==> config.mk <==
export PLATFORM = sky130hd
export DESIGN_NAME = crc_serial_tx
export DESIGN_NICKNAME = d
export VERILOG_FILES = /design/src/rtl/crc_serial_tx.sv
export SDC_FILE = /design/constraint.sdc
export NUM_CORES = 1
export LEC_CHECK = 0
export ABC_AREA = 0
export CAP_MARGIN = 20
export CORE_UTILIZATION = 45
export CTS_CLUSTER_DIAMETER = 30
export DETAILED_ROUTE_END_ITERATION = 10
export GPL_TIMING_DRIVEN = 0
export PLACE_DENSITY = 0.71
export SLEW_MARGIN = 25
export SYNTH_ARGS = -nofsm -noshare
export SYNTH_HDL_FRONTEND = slang
export SYNTH_SLANG_ARGS = --single-unit
export TNS_END_PERCENT = 50
==> constraint.sdc <==
create_clock -name I_clk -period 1.4 [get_ports I_clk]
set_input_delay 0.28 -clock I_clk [delete_from_list [all_inputs] [get_ports I_clk]]
set_output_delay 0.28 -clock I_clk [all_outputs]
set_load 0.1 [all_outputs]
==> src/rtl/crc_serial_tx.sv <==
// crc_serial_tx: serialises parallel bytes MSB first and appends the running CRC of the frame.
// Bytes chain back-to-back without gaps; a last-flagged byte is followed by width CRC bits.
module crc_serial_tx #(
   parameter int               width = 8,
   parameter logic [width-1:0] poly  = 8'h07,
   parameter logic [width-1:0] seed  = 8'h00
) (
   input  logic             I_clk,
   input  logic             I_rst,
   input  logic [width-1:0] I_data,
   input  logic             I_valid,
   input  logic             I_last,
   output logic             O_ready,
   output logic             O_ser,
   output logic             O_ser_en,
   output logic             O_crc_phase,
   output logic             O_busy,
   output logic             O_frame_done
);
   localparam int            CW       = $clog2(width) + 1;
   localparam logic [CW-1:0] LAST_BIT = CW'(width - 1);

   typedef enum logic [1:0] {IDLE, SHIFT, HOLD, CRC} state_t;

   state_t           state_q;
   logic [width-1:0] sr_q;
   logic [width-1:0] crc_q;
   logic [CW-1:0]    cnt_q;
   logic             last_q;
   logic             at_end;
   logic             accept;
   logic             fb;
   logic [width-1:0] crc_d;

   assign at_end  = cnt_q == LAST_BIT;
   // a follow-on byte may only be taken on the final data bit of a non-last byte
   assign O_ready = state_q == IDLE || state_q == HOLD ||
                    (state_q == SHIFT && at_end && !last_q);
   assign accept  = I_valid && O_ready;
   assign fb      = crc_q[width-1] ^ sr_q[width-1];
   assign crc_d   = {crc_q[width-2:0], 1'b0} ^ (fb ? poly : '0);

   assign O_ser        = state_q == SHIFT ? sr_q[width-1] :
                         state_q == CRC   ? crc_q[width-1] : 1'b0;
   assign O_ser_en     = state_q == SHIFT || state_q == CRC;
   assign O_crc_phase  = state_q == CRC;
   assign O_busy       = state_q != IDLE;
   assign O_frame_done = state_q == CRC && at_end;

   always_ff @(posedge I_clk or posedge I_rst) begin
      if (I_rst) begin
         state_q <= IDLE;
         sr_q    <= '0;
         crc_q   <= seed;
         cnt_q   <= '0;
         last_q  <= 1'b0;
      end else begin
         case (state_q)
            IDLE: begin
               if (accept) begin
                  sr_q    <= I_data;
                  last_q  <= I_last;
                  crc_q   <= seed;
                  cnt_q   <= '0;
                  state_q <= SHIFT;
               end
            end
            SHIFT: begin
               crc_q <= crc_d;
               if (!at_end) begin
                  sr_q  <= sr_q << 1;
                  cnt_q <= cnt_q + CW'(1);
               end else if (last_q) begin
                  cnt_q   <= '0;
                  state_q <= CRC;
               end else if (accept) begin
                  sr_q   <= I_data;
                  last_q <= I_last;
                  cnt_q  <= '0;
               end else begin
                  sr_q    <= sr_q << 1;
                  cnt_q   <= '0;
                  state_q <= HOLD;
               end
            end
            HOLD: begin
               if (accept) begin
                  sr_q    <= I_data;
                  last_q  <= I_last;
                  cnt_q   <= '0;
                  state_q <= SHIFT;
               end
            end
            CRC: begin
               crc_q <= crc_q << 1;
               if (at_end) begin
                  cnt_q   <= '0;
                  last_q  <= 1'b0;
                  state_q <= IDLE;
               end else begin
                  cnt_q <= cnt_q + CW'(1);
               end
            end
            default: state_q <= IDLE;
         endcase
      end
   end
endmodule

---- Yosys cells after proc, flatten, opt, wreduce, memory -nomap -nowiden ----
Cells that the tools add are included.
cells by class
  eq/ne operators ......................... 10
  multiplexer cells ....................... 25
  bitwise operators ....................... 2
  reductions and logical operators ........ 18
  add/subtract/negate cells ............... 1
operators with widths
  operator                                                                count
  8-bit 2-to-1 mux                                                        5
  8-bit one-hot mux with 3 select lines                                   1
  8-bit one-hot mux with 2 select lines                                   1
  2-bit 2-to-1 mux                                                        5
  4-bit 2-to-1 mux                                                        2
  4-bit one-hot mux with 2 select lines                                   1
  8-bit by 3-bit bitwise XOR with 8-bit output                            1
  1-bit 2-to-1 mux                                                        7
  3-bit != test (second input constant)                                   2
  2-bit one-hot mux with 3 select lines                                   1
  3-bit AND reduction                                                     2
  4-bit by 1-bit adder with 4-bit output (second input constant)          1
  2-bit equality test (second input constant)                             2
  4-bit by 3-bit equality test with 1-bit output (second input constant)  1
  1-bit logical AND                                                       4
  2-bit by 1-bit != test with 1-bit output (second input constant)        2
  2-bit != test (second input constant)                                   2
  4-bit AND reduction                                                     1
  2-bit nonzero test                                                      2
  2-bit OR reduction                                                      2
  1-bit logical OR                                                        3
  3-bit 2-to-1 mux                                                        1
  1-bit one-hot mux with 3 select lines                                   1
  3-bit nonzero test                                                      1
  5 further kinds                                                         5
word-level totals
  word-level logic and storage cells ...... 61
  input bits .............................. 12
  output and inout port bits .............. 6
  register bits after elaboration ......... 23

---- Longest topological paths before layout ----
  depth in word-level cells ............... 9
  mapped depth ............................ 6
  gate-level depth less buffers ........... 5

---- Worst setup path before layout ----
No wires, ideal clock.
  path kind ............................... register to output
  from .................................... reg cnt_q[0]
  to ...................................... out O_ready
  path slack .............................. -1.788 ns
  arrival time ............................ 2.908 ns
  path buffers ............................ 0
  data required time ...................... 1.120 ns
  cell stages (with the launch flop) ...... 4
  cell sequence ........................... dfrtp_1 ha_1 nand4bb_4 o21ai_0
between the ends
  word-level cells in the longest chain between the ends .. 4
ends and longest elaborated chain
  item                                            RTL line  source
  start: declaration                              28        logic [CW-1:0] cnt_q;
  start signal: assignment                        72        cnt_q <= cnt_q + CW'(1);
  start signal: assignment                        101       cnt_q <= cnt_q + CW'(1);
  4-bit by 3-bit equality test with 1-bit output  35        assign at_end = cnt_q == LAST_BIT;
  1-bit logical AND (2 in series)                 38        (state_q == SHIFT && at_end && !last_q);
  1-bit logical OR                                37        assign O_ready = state_q == IDLE || state_q == HOLD ||
  end: declaration                                13        output logic O_ready,
No other way between the ends.

---- Final worst setup path ----
  from .................................... reg cnt_q[0]
  to ...................................... out O_frame_done
between the ends
  word-level cells in the longest chain between the ends .. 2
ends and longest elaborated chain
  item                                            RTL line  source
  4-bit by 3-bit equality test with 1-bit output  35
  1-bit logical AND                               48        assign O_frame_done = state_q == CRC && at_end;
  end: declaration                                18        output logic O_frame_done
No other way between the ends.

==> out/metrics.csv <==
metric;value;unit
clock_latency;310;ps
gp_congestion;0.700;
peakVddDrop;2300;µV
insertedDiodeCount;0;
htreeDepth;1;
violations;setup timing;
p_int;2780;µW
synthAdderAreaFrac;0.0102;
ant_nets;0;
ys_seq_area_frac;0.468;
highest_layer;met4;
synth-edff-count;0;
slowest_stage;dfrtp_1;
cts_tree;done;
r2r_end;sr_q[1]$_DFFE_PP0P_;
fin_skew;7.13;ps
drt_wl_total;2910;µm
hpwlAfterDp;1730;µm
syn_to_final_growth;45.9;%
yosys.area_share.simple;0.211;
netlist_area;1230;µm²
avgViaCountPerCell;5.30;
dp_cells;170;
yosys_most_used_dff;dfrtp_1;
crit_fanout;3;
synth_top_family_by_area;simple AND/OR/NAND/NOR gates;
clockPowerShare;0.061;
yosysMostFrequentCell;dfrtp_1;
final.period_utilization;1.22;
synth_cell_type_count;33;
muxShareOfSynthArea;0.0895;
p_sw_frac;0.440;
wl_per_cell;15.5;µm
ctsHoldBuffers;0;
syn-num-nets;136;
cp_slowest_stage_delay;430;ps
grt_max_degree;24;
grt_overflow;0;
fin_ws;-315;ps
min_period;1710;ps
powerDensity;2770;nW/µm²
grt_pass1_wl;4350;µm
slew_violations;0;
max_freq;0.583;GHz
drtIter0Drc;25;
clkTransAtPathRegs;130;ps
hold_viol;0;
antenna_found_initial;0;
seq_power_share;0.255;
leakagePower;0.000786;µW
min_path_type;in2async;
met2_length;1490;µm
syn_inst;123;
max-slew-margin-rel;0.434;
synth.avg_cell_area;10.0;µm²
nNetsFinal;172;
num-fill-cells;201;
clockBufferDepth;2;
die_w;54.3;µm
r2r_setup_slack;-230;ps
endpoint_kind;output port;
wl_met1;1310;µm
io_buffers;17;
start_util;0.488;
drv_cap;0;
grt_pass1_vias;913;
criticalPathCategory;reg2out;
crit_required;1120;ps
route.vias.total;997;
netlist.area_leader.share;0.468;
root_buffer;clkbuf_4;
drive_above_1_share;0.348;
yosysTopAreaCell;dfrtp_1;
fin_setup_tns;-2950;ps
dr.pass1.iters;4;
p_sw;2180;µW
synth_area_leaders;dfrtp_1, mux2i_1, nand2_1, a21oi_2, o21ai_0;
arrival;1430;ps
yosys_warnings;0;
synthTopCellsByCount;dfrtp_1, nand2_1, o21ai_0;
ys_ff_latch;23;
cts.sinks;23;
die_y;54.3;µm
multiInputGateArea;697;µm²
setup_violations;14;
dr_wl_met3;96;µm
worst_pin_slew;843;ps
outcome;complete, but fails checks;
boundaryPins;18;
async_flop_share;1.00;
row_count;18;
p_comb_frac;0.684;
synth_compound_area_frac;0.150;
die_area;2950;µm²
drc;0;
reg2reg_depth;6;
core-area;2520;µm²
fin_cells;188;
synth_xor_area_frac;0.0285;
rsz0062_at_grt;yes;
cp_cell_sequence;ha_4 -> and3b_2 -> and2_4 -> buf_12;
cts_buffers;3;
grt_usage;0.215;
cp-start-kind;flip-flop;
rr_startpoint;cnt_q[0]$_DFFE_PP0P_;
area.sequential;576;µm²
==> sequential cells by signal, summed over array words and instances (netlist names) <==
register / flops
crc_q: 8
sr_q: 8
cnt_q: 4
state_q: 2
last_q: 1
==> routing by layer <==
layer	up-vias	global-route usage
li1	484	-
met1	494	0.289
met2	17	0.360
met3	2	0.0250
met4	0	0.0641
met5	-	0
==> power groups by stage <==
stage	logic (µW)	registers [µW]	clock network, µW
after floorplan	2010	1200	0
after global placement	2380	1240	0
after detailed placement	2440	1260	0
after CTS	3240	1250	318
after global routing	3620	1300	345
final	3400	1270	304
==> cells by family (layout without fill, tap and decap cells) <==
logic type	after synthesis	after routing
AOI/OAI and AO/OA	27	27
xor gates and xnor gates	4	4
adders and majority gates	1	1
buffers and inverters	9	44
DFF	23	23
muxes	11	11
and+or+nand+nor	48	48
==> worst max-delay path by stage <==
stage,from,end,slack [ps],cells after the start
2_1_floorplan,cnt_q[1]$_DFFE_PP0P_,O_ready,-190,3
3_3_place_gp,state_q[0]$_DFFE_PP0P_,O_ready,-1030,4
6_report,cnt_q[0]$_DFFE_PP0P_,O_frame_done,-310,4
5_1_grt,cnt_q[3]$_DFFE_PP0P_,O_ready,-370,3
4_1_cts,cnt_q[0]$_DFFE_PP0P_,O_frame_done,-330,4
3_5_place_dp,state_q[0]$_DFFE_PP0P_,O_ready,-1060,4
==> critical path, delay by kind of cell, from the launching register on <==
family	cells	cell delay [ps]
adder cells (fa/ha/maj)	1	190
buffers and inverters	1	160
flip-flops	1	430
AND/OR/NAND/NOR	2	350
==> layout make-up <==
class,instances,share of cell area
clock inverters,1,0.00279
clock buffers,3,0.0126
multi-input cells,91,0.388
well taps,30,0.0209
repair buffers,32,0.220
plain buffers,6,0.0307
flip-flops and latches,23,0.321
inverters,2,0.00418
==> cells in the final DEF, fill, tap and decap left out, drive strengths merged <==
cell	netlist	routed
nand2b	5	5
xor2	1	1
or2	1	1
mux2i	11	11
and2	2	2
a21o	1	1
bufbuf	0	1
nor3b	1	1
and3b	1	1
buf	5	24
nor3	1	1
o21ai	14	14
or2b	1	1
dfrtp	23	23
a21oi	10	10
nand2	19	19
inv	2	1
a211oi	1	1
and4b	1	1
nand4bb	1	1
nor2b	2	2
clkinv	0	2
o31ai	1	1
clkbuf	2	5
nor2	11	11
nand3	2	2
ha	1	1
xnor2	3	3
dlygate4sd2	0	1
clkdlybuf4s50	0	10
==> metrics by stage <==
step / setup WS [ps] / cell area [µm²] / utilization / total power (µW) / hold WS [ps]
6_report: -315 / 1790 / 0.711 / 4970 / 323
3_3_place_gp: -1030 / 1480 / 0.585 / 3610 / 465
5_1_grt: -372 / 1790 / 0.711 / 5270 / 389
4_1_cts: -329 / 1730 / 0.687 / 4800 / 467
2_1_floorplan: -193 / 1270 / - / 3210 / 282
3_5_place_dp: -1060 / 1480 / 0.585 / 3700 / 470
==> timing repair <==
action,CTS,global route
gates resized for setup,69,10
cloned,1,0
setup buffers,12,2
endpoints found under the setup margin,23,15
pin swaps,6,3
No activity file was read; power rests on OpenSTA's default activity.
